--- src/rtl/rsa_modexp.sv ---
// ============================================================================
// Module   : rsa_modexp
// Brief    : Constant-time modular exponentiation result = msg^exp mod n.
//            Uses LSB-first square-and-multiply with bit-serial MSB-first
//            modular products. Optional macro: RSA_MODEXP_EARLY_EXIT_EN.
// Revision : 1.0  initial release
// ============================================================================
`default_nettype none

module rsa_modexp #(
  parameter int WIDTH = 64
) (
  input  logic             clk,
  input  logic             reset,
  input  logic             start,
  input  logic [WIDTH-1:0] msg,
  input  logic [WIDTH-1:0] exp,
  input  logic [WIDTH-1:0] n,
  output logic             busy,
  output logic             done,
  output logic             err,
  output logic [WIDTH-1:0] result
);

  localparam int IW = $clog2(WIDTH + 1);
  localparam logic [IW-1:0] c_last = IW'(WIDTH - 1);

  typedef enum logic [2:0] {
    S_IDLE  = 3'd0,
    S_CHECK = 3'd1,
    S_MUL   = 3'd2,
    S_SQR   = 3'd3,
    S_DONE  = 3'd4
  } state_t;

  state_t           r_state;
  logic [WIDTH-1:0] r_base;
  logic [WIDTH-1:0] r_acc;
  logic [WIDTH-1:0] r_exp;
  logic [WIDTH-1:0] r_n;
  logic [WIDTH-1:0] r_prod;
  logic [WIDTH-1:0] r_mplier;
  logic [IW-1:0]    r_bit;
  logic [IW-1:0]    r_idx;

  logic [WIDTH:0]   w_dbl;
  logic [WIDTH:0]   w_dbl_red;
  logic [WIDTH:0]   w_sum;
  logic [WIDTH:0]   w_sum_red;
  logic [WIDTH:0]   w_n_ext;
  logic [WIDTH-1:0] w_step;
  logic             w_finish;
  logic             w_unused_ok;

  // One product step: R = 2R mod n, then R = R + base mod n when the
  // multiplier bit is set. Everything is WIDTH+1 bits so carries survive.
  always_comb begin
    w_n_ext   = {1'b0, r_n};
    w_dbl     = {r_prod, 1'b0};
    w_dbl_red = (w_dbl >= w_n_ext) ? (w_dbl - w_n_ext) : w_dbl;
    w_sum     = w_dbl_red + {1'b0, r_base};
    w_sum_red = (w_sum >= w_n_ext) ? (w_sum - w_n_ext) : w_sum;
    w_step    = r_mplier[WIDTH-1] ? w_sum_red[WIDTH-1:0] : w_dbl_red[WIDTH-1:0];
  end

  // Reduced values are always below n, so their top bit is structurally zero.
  assign w_unused_ok = &{1'b0, w_sum_red[WIDTH]};

`ifdef RSA_MODEXP_EARLY_EXIT_EN
  assign w_finish = (r_idx == c_last) || (r_exp[WIDTH-1:1] == '0);
`else
  assign w_finish = (r_idx == c_last);
`endif

  always_ff @(posedge clk or negedge reset) begin
    if (!reset) begin
      r_state  <= S_IDLE;
      r_base   <= '0;
      r_acc    <= '0;
      r_exp    <= '0;
      r_n      <= '0;
      r_prod   <= '0;
      r_mplier <= '0;
      r_bit    <= '0;
      r_idx    <= '0;
      busy     <= 1'b0;
      done     <= 1'b0;
      err      <= 1'b0;
      result   <= '0;
    end else begin
      done <= 1'b0;
      case (r_state)
        S_IDLE: begin
          if (start) begin
            r_base  <= msg;
            r_exp   <= exp;
            r_n     <= n;
            err     <= 1'b0;
            busy    <= 1'b1;
            r_state <= S_CHECK;
          end
        end

        S_CHECK: begin
          if ((r_n == '0) || (r_base >= r_n)) begin
            err     <= 1'b1;
            r_acc   <= '0;
            r_state <= S_DONE;
          end else begin
            r_acc    <= (r_n == WIDTH'(1)) ? '0 : WIDTH'(1);
            r_mplier <= (r_n == WIDTH'(1)) ? '0 : WIDTH'(1);
            r_prod   <= '0;
            r_bit    <= '0;
            r_idx    <= '0;
            r_state  <= S_MUL;
          end
        end

        // acc * base is always computed; the commit is gated by the exp bit
        S_MUL: begin
          r_prod   <= w_step;
          r_mplier <= {r_mplier[WIDTH-2:0], 1'b0};
          r_bit    <= r_bit + IW'(1);
          if (r_bit == c_last) begin
            if (r_exp[0]) begin
              r_acc <= w_step;
            end
            r_prod   <= '0;
            r_mplier <= r_base;
            r_bit    <= '0;
            r_state  <= S_SQR;
          end
        end

        S_SQR: begin
          r_prod   <= w_step;
          r_mplier <= {r_mplier[WIDTH-2:0], 1'b0};
          r_bit    <= r_bit + IW'(1);
          if (r_bit == c_last) begin
            r_base   <= w_step;
            r_exp    <= {1'b0, r_exp[WIDTH-1:1]};
            r_idx    <= r_idx + IW'(1);
            r_prod   <= '0;
            r_mplier <= r_acc;
            r_bit    <= '0;
            r_state  <= w_finish ? S_DONE : S_MUL;
          end
        end

        S_DONE: begin
          done    <= 1'b1;
          result  <= r_acc;
          busy    <= 1'b0;
          r_state <= S_IDLE;
        end

        default: begin
          busy    <= 1'b0;
          r_state <= S_IDLE;
        end
      endcase
    end
  end

endmodule

`default_nettype wire
--- config.mk ---
export PLATFORM = sky130hd
export DESIGN_NAME = rsa_modexp
export DESIGN_NICKNAME = d
export VERILOG_FILES = /design/src/rtl/rsa_modexp.sv
export SDC_FILE = /design/constraint.sdc
export NUM_CORES = 2
export LEC_CHECK = 0
export BUFFER_PORTS_ARGS = -buffer_cell sky130_fd_sc_hd__buf_2
export CAP_MARGIN = 20
export CORE_MARGIN = 1.5
export CORE_UTILIZATION = 25
export CTS_CLUSTER_SIZE = 28
export DETAILED_ROUTE_END_ITERATION = 10
export PLACE_DENSITY = 0.51
export SYNTH_ARGS = -nofsm -noshare
export SYNTH_HDL_FRONTEND = slang
export SYNTH_SLANG_ARGS = --single-unit
export TNS_END_PERCENT = 30
--- constraint.sdc ---
create_clock -name clk -period 7.5 [get_ports clk]
set_input_delay 2.25 -clock clk [delete_from_list [all_inputs] [get_ports clk]]
set_output_delay 2.25 -clock clk [all_outputs]
set_load 0.1 [all_outputs]
Word-level counts from Yosys, hierarchy flattened. Index checks and enable logic that the tools add are counted.

$add $sub $neg: 5. $lt $le $gt $ge: 3. Equality and inequality tests: 13. Multiplexer cells: 38. Bitwise gates (word level): 1. Reduce and logical (&&, ||, !) cells: 20.

Operator list (number): 64-bit 2-to-1 mux (13); 64-bit one-hot mux with 2 select lines (4); 64-bit one-hot mux with 3 select lines (1); 65-bit by 64-bit greater-or-equal comparator with 1-bit output (2); 65-bit by 64-bit adder with 65-bit output (1); 65-bit 2-to-1 mux (1); 65-bit by 64-bit subtractor with 65-bit output (1); 64-bit by 1-bit equality test with 1-bit output (second input constant) (1); 64-bit greater-or-equal comparator (1); 64-bit zero test (1); 64-bit subtractor (1); 7-bit one-hot mux with 2 select lines (2); 7-bit 2-to-1 mux (3); 3-bit 2-to-1 mux (5); 3-bit AND reduction (5); 7-bit by 1-bit adder with 7-bit output (second input constant) (2); 7-bit by 6-bit equality test with 1-bit output (second input constant) (2); 2-bit inequality test (second input constant) (6); 3-bit one-hot mux with 4 select lines (1); 2-bit nonzero test (5); 2-bit AND reduction (4); 3-bit by 2-bit equality test with 1-bit output (second input constant) (2); 1-bit 2-to-1 mux (6); 1-bit one-hot mux with 2 select lines (2); 8 further kinds (8).

Flip-flop bits (word level): 468. Input bits: 195. Output and inout bits: 67. Logic and storage cells: 93.

Depth between registers and ports, before layout.
Word-level depth: 9. Gate-level depth with buffers: 43.

Least setup slack after synthesis. OpenSTA, ideal clock, no wires.

Kind: register to register. Start point: register r_n[34]. End point: register r_base[2]. Arrival: 7907 ps. Data required time: 7362 ps. Path slack: -545 ps. Cell stages (with the launch flop): 44. Clock period less this slack: 8045 ps. Path through: dfrtp_1 -> inv_1 -> ha_1 -> clkbuf_1 -> a211oi_1 -> o211ai_1 -> a21boi_0 -> o21ai_0 -> a221o_1 -> nand2_1 -> and3_1 -> clkbuf_1 -> clkbuf_1 -> clkbuf_1 -> nand2_1 -> nand2_1 -> inv_1 -> fa_1 -> [... 8 more ...] -> a41oi_1 -> xor2_1 -> inv_1 -> ha_1 -> clkbuf_1 -> a21o_1 -> a21o_1 -> a21o_1 -> nand2_1 -> nand2_1 -> and3_1 -> a211oi_1 -> nand2b_1 -> nor3_4 -> buf_4 -> nor2_1 -> a2111oi_0 -> a21oi_1.

Word-level cells in the longest chain between the ends: 8.

RTL lines: start, declared (line 40) `logic [WIDTH-1:0] r_n;`; start signal, assigned (line 97) `r_n <= n;`; 65-bit by 64-bit subtractor with 65-bit output or 65-bit by 64-bit greater-or-equal comparator with 1-bit output (tied branches) (line 60) `w_dbl_red = (w_dbl >= w_n_ext) ? (w_dbl - w_n_ext) : w_dbl;`; 65-bit 2-to-1 mux (line 60); 65-bit by 64-bit adder with 65-bit output (line 61) `w_sum = w_dbl_red + {1'b0, r_base};`; 65-bit by 64-bit greater-or-equal comparator with 1-bit output or 64-bit subtractor (tied branches) (line 62) `w_sum_red = (w_sum >= w_n_ext) ? (w_sum - w_n_ext) : w_sum;`; 64-bit 2-to-1 mux (line 62); 64-bit 2-to-1 mux * (line 63) `w_step = r_mplier[WIDTH-1] ? w_sum_red[WIDTH-1:0] : w_dbl_red[WIDTH-1:0];`; 64-bit 2-to-1 mux * (line 139) `if (r_bit == c_last) begin`; 64-bit one-hot mux with 2 select lines * (line 92) `case (r_state)`; end signal, assigned (line 95) `r_base <= msg;`; end signal, assigned (line 140) `r_base <= w_step;`; end, declared (line 37) `logic [WIDTH-1:0] r_base;`.

Mark *: on every way between the ends. The rest lies on a longest branch, timed or not. The select of a mux whose other input is x is not followed. A chain may end at the register's enable or synchronous reset.

Worst setup path in the final report.
Start point: register r_prod[13]. End point: register r_prod[46].

Word-level cells in the longest chain between the ends: 8.

RTL lines: start, declared (line 41) `logic [WIDTH-1:0] r_prod;`; start signal, assigned (line 121) `r_prod <= w_step;`; start signal, assigned (line 136) `r_prod <= w_step;`; 65-bit by 64-bit subtractor with 65-bit output or 65-bit by 64-bit greater-or-equal comparator with 1-bit output (tied branches) (line 60); 65-bit 2-to-1 mux * (line 60); 65-bit by 64-bit adder with 65-bit output (line 61); 64-bit subtractor or 65-bit by 64-bit greater-or-equal comparator with 1-bit output (tied branches) (line 62); 64-bit 2-to-1 mux (line 62); 64-bit 2-to-1 mux * (line 63); 64-bit 2-to-1 mux * (line 124, 139); 64-bit one-hot mux with 2 select lines * (line 92).

Mark *: on every way between the ends. The rest lies on a longest branch, timed or not.

==> impl_metrics.toml <==
[power_and_ir_drop]
p_leak_uw = 0.0245
vdd_ir_drop_max_uv = 224
powerDensity_mw_per_mm2 = 399

[routing]
drc = 0
drtAntennaViolNets = 0
first_pass_iters = 5
vias = 37500
wl_per_cell_um = 21.9
wl_um = 163000
vias_per_cell = 5.06
initialDrtViolationCount = 2316

[layout]
fill_cells = 14300
finalNetCount = 6022
utilization_pct = 37.6
syn_to_final_growth_pct = 49.1
layout-drive-gt1-share_pct = 37.2
design_area_mm2 = 0.0517

[die]
io_pins = 262
die_h_um = 375
fp-row-count = 136
initial_core_util_pct = 25.2
chipWidth_um = 375
core_area_mm2 = 0.137
dieArea_mm2 = 0.141

[setup_path]
rr_startpoint = "r_prod[13]"
max_stage_delay_ps = 440
slowest_stage = "dfrtp_1"
rrSetupSlack_ps = -790
cp.required_ps = 8070
cp-endpoint = "r_prod[46]"
crit_start = "r_prod[13]"
critPathKind = "register to register"
start_kind = "register"
worstReg2RegEnd = "r_prod[46]"
crit_arrival_ps = 8860
crit_path_max_fanout = 6
worstSetupEndpointType = "register"
rr_worst_depth = 43
cp_common_cell = "buf_6"

[synth]
synth_top_cell_by_area = "dfrtp_1"
syn_area_mm2 = 0.0347
synthTopCellsByCount = "nand2_1, dfrtp_1, a21oi_1"
synth_area_leaders = "dfrtp_1, ha_1, nand2_1"
synth_most_common_cell = "nand2_1"
synth-edff-count = 0
syn_area_per_cell_um2 = 8.13
synth_top_cell_area_share_pct = 33.8
synth.distinct_cells = 87
ys_warn_count = 0
async_reset_ff_share_pct = 100
ys_seq_area_share_pct = 33.8
ys_seq_elements = 468
synthFlopType = "dfrtp_1"
syn_inst = 4265
synth_fp_nets = 4721

[status]
violations = "negative setup slack"
status = "finished, violations left"

[place]
place_congestion = 0.958
hpwl_um = 125000
place_ws_ps = -1800
numPortBuffers = 261
placed_area_mm2 = 0.0462

[hold_path]
hold_depth = 1
hold_path_class = "register to register"

[clock_network]
clk_path_buf_depth = 3
htreeDepth = 2
cts.sinks = 468
cts_made_buffers = 59
clockRootBuffer = "clkbuf_16"
clk_pin_slew_ps = 70
hold_buffers = 0
cts_tree = "built"
clock_latency_ps = 720

[sta]
fin_ws_ps = -792
tightest_slew_ps = 1220
rsz0062_at_grt = "yes"
period_share_pct = 111
finClkSkew_ps = 67.8
fmax_ghz = 0.121
maxSlewViolCount = 0
slew_headroom_pct = 17.8
setup_viol = 192
hold_viol = 0
period_needed_ps = 8290

[global_routing]
grt_pass1_wl_um = 243000
antenna_found_initial = 12
grt_max_degree = 138
track_usage_pct = 22.6
grt_pass1_vias = 37500
gr-total-overflow = 0

[job]
cap_violations = 0
## cell families after synthesis
kind of cell	Yosys count	share of synthesized area (%)
AO/OA/AOI/OAI	1423	25.3
XOR/XNOR	182	4.60
adder cells (fa/ha/maj)	261	9.49
buffers and inverters	393	4.39
flip-flops	468	33.8
multiplexers	139	4.27
AND/OR/NAND/NOR	1399	18.1
## metal layers
metal / wire length [µm] / vias up / track usage [%]
met5: 115 / - / 0
met1: 75500 / 18300 / 31.0
met4: 4660 / 20 / 5.82
met2: 75200 / 876 / 37.6
met3: 7080 / 218 / 2.38
li1: - / 18100 / -
## cells in the final DEF, fill, tap and decap left out, drive strengths merged, types with 10 or more instances in the layout
cell and count:
clkbuf 77, mux2 72, nand2b 31, o21a 23, a21oi 415, and2 26
and4 10, clkinv 16, or3 15, o22ai 69, mux2i 67, ha 258
xnor2 99, nor3 56, nand3 116, nor2 341, a211o 14, nor2b 19
o21bai 29, a22oi 12, nor4 31, xor2 83, nand2 600, inv 134
a211oi 35, o31ai 29, and3 76, buf 1504, a22o 22, a221oi 28
o21ai 408, o211ai 26, dfrtp 468, a21o 113, a31o 14, a31oi 103
nand4 59
## metrics by stage
stage	instances	TNS, ps	hold slack, ps	power, µW
after global routing	7409	-162980	516	22000
final	7411	-116100	493	20600
after global placement	7207	-264070	467	16200
after floorplan	4265	-32.0	451	9870
after detailed placement	7207	-289980	486	16200
after CTS	7370	-108260	495	20100
## how the worst min path moves through the flow
stage	start	to	slack (ps)
floorplan	r_bit[5]	r_bit[5]	450
global placement	r_idx[6]	r_idx[6]	470
detailed placement	r_idx[6]	r_idx[6]	490
CTS	r_idx[6]	r_idx[6]	490
global route	result[43]	result[43]	520
finish	r_idx[6]	r_idx[6]	490
## power by group
part | internal (µW) | switching [µW] | leakage (µW)
Clock | 1790 | 1320 | 0.00101
Sequential | 3120 | 627 | 0.00611
Combinational | 6210 | 7540 | 0.0174
## sequential cells by signal, indices dropped and copies added, names as in the netlist, 3 cells and up
name and flops:
r_acc 64, r_base 64, r_exp 64, r_mplier 64
r_n 64, r_prod 64, result 64, r_bit 7
r_idx 7, r_state 3
## critical path, delay by kind of cell, from the launching register on
| kind | cells | cell delay (ps) |
|---|---|---|
| flops | 1 | 440 |
| compound gates | 14 | 2920 |
| xor+xnor | 1 | 270 |
| buf+inv | 13 | 1790 |
| fa+ha+maj | 3 | 890 |
| simple gates | 12 | 1830 |
## area by class of cell
class | instances | area, µm² | share of cell area [%]
multi-input combinational | 3404 | 23800 | 46.1
timing repair buffer | 1506 | 11300 | 21.9
inverter | 127 | 477 | 0.923
tap | 1794 | 2240 | 4.34
antenna | 2 | 5.00 | 0.00969
sequential | 468 | 11700 | 22.7
clock inverter | 33 | 459 | 0.889
clock buffer | 77 | 1620 | 3.14
## timing repair
| item | 4_1_cts | 5_1_grt |
|---|---|---|
| gates cloned | 9 | 1 |
| setup buffers | 53 | 37 |
| setup endpoints to repair | 192 | 192 |
| pin swaps | 147 | 122 |
| gates resized for setup | 379 | 214 |
No activity file was read; power rests on OpenSTA's default activity.
